$ cat config.mk
export PLATFORM = sky130hd
export DESIGN_NAME = pi_phase_controller
export DESIGN_NICKNAME = d
export VERILOG_FILES = /design/src/rtl/pi_phase_controller_pkg.sv /design/src/rtl/pi_phase_controller_vote_integrator.sv /design/src/rtl/pi_phase_controller.sv
export SDC_FILE = /design/constraint.sdc
export NUM_CORES = 1
export LEC_CHECK = 0
export ABC_AREA = 1
export CAP_MARGIN = 20
export CORE_MARGIN = 1.5
export CORE_UTILIZATION = 60
export DETAILED_ROUTE_END_ITERATION = 8
export PLACE_DENSITY = 0.85
export SYNTH_ARGS = -nofsm -noshare
export SYNTH_HDL_FRONTEND = slang
export SYNTH_HIERARCHICAL = 1
export SYNTH_SLANG_ARGS = --single-unit
$ cat constraint.sdc
create_clock -name base_clk -period 5.5 [get_ports base_clk]
set_input_delay 0.825 -clock base_clk [delete_from_list [all_inputs] [get_ports base_clk]]
set_output_delay 0.825 -clock base_clk [all_outputs]
set_load 0.01 [all_outputs]
$ cat src/rtl/pi_phase_controller_pkg.sv
// Shared types and defaults for the phase-interpolator loop controller.
//   PI_PHASE_W : default interpolator code width
//   pi_state_t : loop state (ACQ = acquisition, TRACK = tracking)
//   vote_t     : signed per-sample vote (-1, 0, +1)
package pi_ctrl_pkg;
  localparam int PI_PHASE_W = 6;

  typedef enum logic [0:0] {
    ACQ   = 1'b0,
    TRACK = 1'b1
  } pi_state_t;

  typedef logic signed [1:0] vote_t;
endpackage

$ cat src/rtl/pi_phase_controller_vote_integrator.sv
// Early/late vote integrator: decodes votes, sums them over a window of
// 2^WIN_LOG2 counted samples and reports the net sum on the closing sample.
// Ports:
//   clk, rst      : clock, synchronous active-high reset
//   clr           : synchronous clear of accumulator and window counter
//   count_en      : this cycle's vote is counted
//   early, late   : detector votes
//   win_close     : this counted sample closes the window (combinational)
//   net           : accumulator + current vote (valid when win_close)
module vote_integrator
  import pi_ctrl_pkg::*;
#(
  parameter int WIN_LOG2 = 4,
  parameter int ACC_W    = WIN_LOG2 + 2
) (
  input  logic                    clk,
  input  logic                    rst,
  input  logic                    clr,
  input  logic                    count_en,
  input  logic                    early,
  input  logic                    late,
  output logic                    win_close,
  output logic signed [ACC_W-1:0] net
);
  logic signed [ACC_W-1:0] acc;
  logic [WIN_LOG2-1:0]     cnt;
  vote_t                   v;

  // Both-high and both-low votes are neutral but still count.
  always_comb begin
    v = 2'sd0;
    if (early && !late)      v = 2'sd1;
    else if (late && !early) v = -2'sd1;
  end

  assign win_close = count_en && (&cnt);
  assign net       = acc + ACC_W'(v);

  always_ff @(posedge clk) begin
    if (rst || clr) begin
      acc <= '0;
      cnt <= '0;
    end else if (count_en) begin
      if (win_close) begin
        acc <= '0;
        cnt <= '0;
      end else begin
        acc <= net;
        cnt <= cnt + 1'b1;
      end
    end
  end
endmodule

$ cat src/rtl/pi_phase_controller.sv
// Bang-bang loop controller producing the interpolator phase code.
// Integrates early/late votes per window and steps phase_sel by +/-1
// (modulo 2^PHASE_W) with an ACQ/TRACK state machine and lock detect.
// Ports:
//   base_clk, rst        : clock, synchronous active-high reset
//   vote_valid, early, late : detector votes
//   freeze               : hold phase and window progress
//   load_en, load_val    : software load of phase_sel
//   phase_sel            : registered interpolator code
//   step_up, step_dn     : one-cycle step pulses aligned with phase_sel change
//   locked               : TRACK with LOCK_CNT consecutive quiet windows
module pi_phase_controller
  import pi_ctrl_pkg::*;
#(
  parameter int PHASE_W  = PI_PHASE_W,
  parameter int WIN_LOG2 = 4,
  parameter int THRESH   = 2,
  parameter int LOCK_CNT = 8
) (
  input  logic               base_clk,
  input  logic               rst,
  input  logic               vote_valid,
  input  logic               early,
  input  logic               late,
  input  logic               freeze,
  input  logic               load_en,
  input  logic [PHASE_W-1:0] load_val,
  output logic [PHASE_W-1:0] phase_sel,
  output logic               step_up,
  output logic               step_dn,
  output logic               locked
);
  localparam int ACC_W = WIN_LOG2 + 2;
  localparam int QW    = $clog2(LOCK_CNT + 1);
  localparam logic signed [ACC_W-1:0] THR_S = ACC_W'(THRESH);

  pi_state_t               state;
  vote_t                   last_dir;   // 0 = no step since reset/load
  logic [QW-1:0]           quiet;
  logic                    count_en, win_close, up, dn, reversal;
  logic signed [ACC_W-1:0] net, thr;
  vote_t                   dir;

  // Load outranks freeze; a closing sample under load never decides.
  assign count_en = vote_valid && !freeze && !load_en;

  vote_integrator #(.WIN_LOG2(WIN_LOG2), .ACC_W(ACC_W)) u_integ (
    .clk      (base_clk),
    .rst      (rst),
    .clr      (load_en),
    .count_en (count_en),
    .early    (early),
    .late     (late),
    .win_close(win_close),
    .net      (net)
  );

  assign thr      = (state == TRACK) ? THR_S : '0;
  assign up       = win_close && (net > thr);
  assign dn       = win_close && (net < -thr);
  assign dir      = up ? 2'sd1 : -2'sd1;
  assign reversal = (last_dir != 2'sd0) && (last_dir != dir);
  assign locked   = (state == TRACK) && (quiet == QW'(LOCK_CNT));

  always_ff @(posedge base_clk) begin
    if (rst) begin
      phase_sel <= '0;
      step_up   <= 1'b0;
      step_dn   <= 1'b0;
      state     <= ACQ;
      last_dir  <= 2'sd0;
      quiet     <= '0;
    end else if (load_en) begin
      phase_sel <= load_val;
      step_up   <= 1'b0;
      step_dn   <= 1'b0;
      state     <= ACQ;
      last_dir  <= 2'sd0;
      quiet     <= '0;
    end else begin
      step_up <= up;
      step_dn <= dn;
      if (up || dn) begin
        phase_sel <= up ? phase_sel + PHASE_W'(1) : phase_sel - PHASE_W'(1);
        quiet     <= '0;
        last_dir  <= dir;
        if (reversal) state <= TRACK;
      end else if (win_close && state == TRACK && quiet != QW'(LOCK_CNT)) begin
        quiet <= quiet + 1'b1;
      end
    end
  end
endmodule

# --- Word-level counts from Yosys, hierarchy flattened ---
# Cells that the tools add are included.
word_totals:
  out_inout_bits: 9
  register_bits: 25
  inputBits: 13
classes:
  eq_ne: 3
  reduce_logical: 23
  mux: 9
  magnitude_cmp: 2
  add_sub_neg: 6
op_table:
  columns: ["op", "n"]
  rows:
  - ["6-bit two-way mux", 4]
  - ["1-bit logical AND", 11]
  - ["4-bit by 1-bit adder with 4-bit output, second input constant", 2]
  - ["2-bit two-way mux", 4]
  - ["6-bit by 1-bit adder with 6-bit output, second input constant", 1]
  - ["6-bit by 2-bit adder with 6-bit output", 1]
  - ["6-bit by 3-bit > comparator with 1-bit output", 1]
  - ["6-bit < comparator", 1]
  - ["2-bit negator with 6-bit output", 1]
  - ["6-bit by 1-bit subtractor with 6-bit output, second input constant", 1]
  - ["4-bit == test, second input constant", 1]
  - ["1-bit zero test", 4]
  - ["4-bit two-way mux", 1]
  - ["4-bit inequality test, second input constant", 1]
  - ["4-bit AND reduction", 1]
  - ["2-bit nonzero test", 2]
  - ["3-bit OR reduction", 1]
  - ["1-bit logical OR", 2]
  - ["2-bit inequality test", 1]
  - ["2-bit AND reduction", 1]
  - ["2-bit OR reduction", 1]

# --- Depth between registers and ports, before layout ---
depth:
  word_depth: 11
  mapped_depth: 28
  mapped_depth_nobuf: 26

# --- Cells and area by module ---
# The synthesis kept the hierarchy.
modules_own_cells:
  columns: ["module", "area_per_inst_um2", "instances", "cells_per_inst"]
  rows:
  - ["pi_phase_controller", 1082.3, 1, 161]
  - ["vote_integrator", 763.2, 1, 112]

# --- Worst setup path before layout ---
# Ideal clock, no wire load.
synth_path:
  kind: "input-to-reg"
  start: "in early"
  end: "reg phase_sel[5]"
  slack_ps: 1952
  setup_ps: 111
  n_path_buf: 2
  path_stages: 27
  t_required_ps: 5389
  t_arrival_ps: 3437
  path_cell_list: "inv_1 -> ha_1 -> buf_6 -> inv_4 -> nand2_2 -> nand2_2 -> inv_1 -> ha_1 -> o21bai_2 -> nand4_1 -> nand3_1 -> and2_1 -> nor2_1 -> nand2_1 -> nand2_1 -> buf_4 -> ha_1 -> nand2_1 -> nand2_1 -> nand2_1 -> nand2_1 -> nor2_1 -> nand3_1 -> nand2_1 -> nor2_1 -> nor2_1 -> nor2_1"
synth_between:
  elab_chain_len: 10
synth_lines:
  columns: ["item", "line", "rtl"]
  rows:
  - ["start, declared", "pi_phase_controller.sv:23", "input logic early,"]
  - ["1-bit zero test", "pi_phase_controller_vote_integrator.sv:33", "else if (late && !early) v = -2'sd1;"]
  - ["1-bit logical AND", "pi_phase_controller_vote_integrator.sv:33", null]
  - ["2-bit two-way mux", "pi_phase_controller_vote_integrator.sv:33", null]
  - ["2-bit two-way mux *", "pi_phase_controller_vote_integrator.sv:32", "if (early && !late) v = 2'sd1;"]
  - ["6-bit by 2-bit adder with 6-bit output *", "pi_phase_controller_vote_integrator.sv:37", "assign net = acc + ACC_W'(v);"]
  - ["via net[4]", "pi_phase_controller.sv:41", "logic signed [ACC_W-1:0] net, thr;"]
  - ["6-bit by 3-bit > comparator with 1-bit output", "pi_phase_controller.sv:59", "assign up = win_close && (net > thr);"]
  - ["1-bit logical AND", "pi_phase_controller.sv:59", null]
  - ["6-bit two-way mux", "pi_phase_controller.sv:84", "phase_sel <= up ? phase_sel + PHASE_W'(1) : phase_sel - PHASE_W'(1);"]
  - ["6-bit two-way mux", "pi_phase_controller.sv:83", "if (up || dn) begin"]
  - ["6-bit two-way mux", "pi_phase_controller.sv:73", "end else if (load_en) begin"]
  - ["end signal, assigned", "pi_phase_controller.sv:74", "phase_sel <= load_val;"]
  - ["end signal, assigned", "pi_phase_controller.sv:84", null]
  - ["end, declared", "pi_phase_controller.sv:28", "output logic [PHASE_W-1:0] phase_sel,"]
# Mark *: on every way through the listed nets, which the timed path passes. The rest lies on a longest branch. The select of a mux whose other input is x is not followed.
# A chain may end at the register's enable or synchronous reset.

# --- Worst setup path in the final report ---
layout_path:
  start: "in late"
  end: "reg phase_sel[5]"
layout_between:
  elab_chain_len: 9
layout_lines:
  columns: ["item", "line", "rtl"]
  rows:
  - ["start, declared", "pi_phase_controller.sv:24", "input logic late,"]
  - ["1-bit logical AND / 1-bit zero test (equally long branches)", "pi_phase_controller_vote_integrator.sv:33, pi_phase_controller_vote_integrator.sv:32", null]
  - ["2-bit two-way mux / 1-bit logical AND (equally long branches)", "pi_phase_controller_vote_integrator.sv:33, pi_phase_controller_vote_integrator.sv:32", null]
  - ["2-bit two-way mux *", "pi_phase_controller_vote_integrator.sv:32", null]
  - ["6-bit by 2-bit adder with 6-bit output *", "pi_phase_controller_vote_integrator.sv:37", null]
  - ["via net[4]", "pi_phase_controller.sv:41", null]
  - ["6-bit by 3-bit > comparator with 1-bit output", "pi_phase_controller.sv:59", null]
  - ["1-bit logical AND", "pi_phase_controller.sv:59", null]
  - ["6-bit two-way mux", "pi_phase_controller.sv:84", null]
  - ["6-bit two-way mux", "pi_phase_controller.sv:83", null]
  - ["6-bit two-way mux", "pi_phase_controller.sv:73", null]
# Marks and branches as above.

==> out/metrics.cfg <==
[timing]
rsz0062_at_grt = false
slew_headroom_pct = 58.6
finalCritPeriodShare_pct = 77.3
setup_violations = 0
period_needed_ps = 4250
hold-worst-slack_ps = 481
hold_violations = 0
tightest_slew_ps = 619
clock.fmax_mhz = 235
setup_tns_ps = 0
slew_violations = 0
finalClockSkew_ps = 7.93

[critical_path]
reg2reg_from = u_integ/acc[1]
cp-end-kind = flop
critPathCapture = phase_sel[5]
cp.required_ps = 5730
crit_type = input port to flop
rr_worst_depth = 22
cp-start-kind = input port
worstPathArrival_ps = 4480
r2r_slack_ps = 2250
critPathLaunch = late
worst-path-max-fanout = 15
reg2reg_to = phase_sel[5]

[synth]
synth.distinct_cells = 36
syn_nets = 303
synth.avg_cell_area_um2 = 6.76
synth_top_family_by_area = simple AND/OR/NAND/NOR gates
synth-simple-area-share_pct = 39.1
ys_seq_area_share_pct = 27.1
synth_xor_area_share_pct = 1.90
ys_warn_count = 6
synth_mux_area_share_pct = 0
syn_area_um2 = 1850
synth_compound_area_share_pct = 9.97
ys_ff_latch = 25
synthAdderAreaFrac_pct = 11.9
yosys.area.top_type = dfxtp_1
syn-instance-count = 273
synth_area_leaders = dfxtp_1 27%, nand2_1 16%, ha_1 11%
synth_top_area_share_pct = 27.1

[clocking]
cts-hold-fix-buffers = 0
cts_resized = 0
clk_pin_slew_worst_paths_ps = 130
cts_setup_buffers = 0
cts_sinks = 25
clockRootBuffer = clkbuf_4
clk_path_buf_depth = 2
htree_num_levels = 1
tritoncts.num_buffers = 3
cts_tree = done
worstSkewPairLatency_ps = 320

[global_route]
grt_overflow = 0
gr-usage-all-layers_pct = 22.4
grt_max_degree = 16
antenna_found_initial = 0
grt_pass1_vias = 1521
grt_pass1_wl_um = 6130

[cells_and_area]
layout_common_cells = 78 x nand2_1, 35 x inv_1, 25 x dfxtp_1, 23 x nor2_1, 21 x clkdlybuf4s50_1
num_antenna_cells = 0
nets = 325
final_common_cell = nand2_1
final_util_pct = 73.9
drive_gt1_share_pct = 10.9
area.growth.synth_to_final_pct = 13.4

[route]
drc = 0
dr.pass1.iters = 4
finalWirelength_um = 3480
vias = 1722
antenna_left = 0
initialDrtViolationCount = 75
post_drt_wl_per_cell_um = 10.7
vias_per_cell = 5.30

[floorplanning]
fp-row-count = 19
core_um2 = 2830
die_y_um = 58.5
start_util_pct = 65.2
dieArea_um2 = 3420
ios = 22
die_x_um = 58.5

[power_and_ir_drop]
pwr-share-seq_pct = 53.2
p_comb_share_pct = 23.8
power_density_nw_per_um2 = 170
p_switching_uw = 105
switching_share_pct = 29.5
internal_power_uw = 251
p_leak_uw = 0.000962
ir_worst_vdd_mv = 0.114
power_frac_clock_pct = 23.0

[hold_path]
worstHoldPathType = flop to flop

[outcome]
status = finished clean

[placement]
port_buffers = 21
dp_hpwl_um = 2780
gp_congestion = 0.884

[flow_run]
cap_violations = 0

==> layout make-up <==
cell class	instances	area, µm²
timing repair buffer	21	210
tap	31	38.8
multi-input combinational	203	1160
fill	238	737
sequential	25	500
clock buffer	4	26.3
inverter	41	156
==> cells in the mapped netlist <==
| library cell | number |
|---|---|
| nand2_1 | 78 |
| inv_1 | 35 |
| dfxtp_1 | 25 |
| nor2_1 | 23 |
| ha_1 | 16 |
| a21oi_1 | 15 |
| nand3_1 | 13 |
| o21ai_0 | 9 |
| nand4_1 | 6 |
| nand2_2 | 5 |
| nor3_1 | 5 |
| inv_2 | 4 |
| nand3_2 | 4 |
| a21oi_2 | 3 |
| and2_1 | 3 |
| nor2_4 | 3 |
| buf_2 | 2 |
| nand2_4 | 2 |
| nor2_2 | 2 |
| nor3b_1 | 2 |
| xnor2_1 | 2 |
| xor2_1 | 2 |
| a31oi_1 | 1 |
| buf_4 | 1 |
| buf_6 | 1 |
| clkinv_1 | 1 |
| fa_1 | 1 |
| inv_4 | 1 |
| nand3_4 | 1 |
| nor3_2 | 1 |
| nor4_1 | 1 |
| o21ai_1 | 1 |
| o21ai_2 | 1 |
| o21bai_2 | 1 |
| o22ai_1 | 1 |
| or2_2 | 1 |
==> cell families (layout without fill, tap and decap cells) <==
family	count (synthesis)	after routing
AOI/OAI and AO/OA	32	32
xor gates and xnor gates	4	4
adders and majority gates	17	17
buffers and inverters	45	66
DFF	25	25
and+or+nand+nor	150	150
==> worst min-delay path by stage <==
| stage | depth (start not counted) | slack (ps) | to | from |
|---|---|---|---|---|
| after global routing | 2 | 500 | u_integ/acc[0] | u_integ/acc[0] |
| final | 2 | 480 | u_integ/acc[0] | u_integ/acc[0] |
| after global placement | 2 | 460 | u_integ/acc[0] | u_integ/acc[0] |
| after detailed placement | 2 | 460 | u_integ/acc[0] | u_integ/acc[0] |
| after floorplan | 2 | 450 | last_dir[1] | last_dir[1] |
| after CTS | 2 | 480 | u_integ/acc[0] | u_integ/acc[0] |
==> through the flow <==
stage / worst slack [ps] / total power [µW] / cells / cell area (µm²)
6_report: 1250 / 357 / 325 / 2090
3_3_place_gp: 1020 / 277 / 321 / 2070
5_1_grt: 843 / 378 / 325 / 2090
2_1_floorplan: 1950 / 251 / 273 / 1850
3_5_place_dp: 942 / 278 / 321 / 2070
4_1_cts: 1250 / 359 / 325 / 2090
==> registers in the layout, summed over array words and instances, names as in the netlist <==
register     flops
step_dn          1
u_integ/acc      6
state            1
last_dir         2
u_integ/cnt      4
phase_sel        6
quiet            4
step_up          1
==> metal layers <==
metal	routed length [µm]	up-vias	share of wire, %	track usage [%]
met5	0	-	0	0
met4	31	0	0.89	5.98
met1	1770	777	51	31.4
li1	-	915	-	-
met3	125	4	3.6	1.98
met2	1550	26	44	36.9
==> power by group through the flow <==
stage	logic [µW]	registers [µW]	clock network, µW
2_1_floorplan	56.6	194	0
3_3_place_gp	83.0	194	0
3_5_place_dp	84.0	194	0
4_1_cts	84.7	190	84.5
5_1_grt	95.9	190	92.1
6_report	84.9	190	82.1
==> critical path: stages <==
cell and delay [ps]:
clkdlybuf4s50_1 480, ha_1 390, nand2_1 120, nand2_2 110, inv_1 50, ha_1 170, o21bai_2 190, nand4_1 90
nand3_1 100, and2_1 180, nor2_1 110, nand2_1 70, nand2_1 450, ha_1 390, nand2_1 80, nand2_1 90
nand2_1 70, nand2_1 40, nor2_1 120, nand3_1 100, nand2_1 70, nor2_1 50, nor2_1 80, nor2_1 40
No activity file was read; power rests on OpenSTA's default activity.
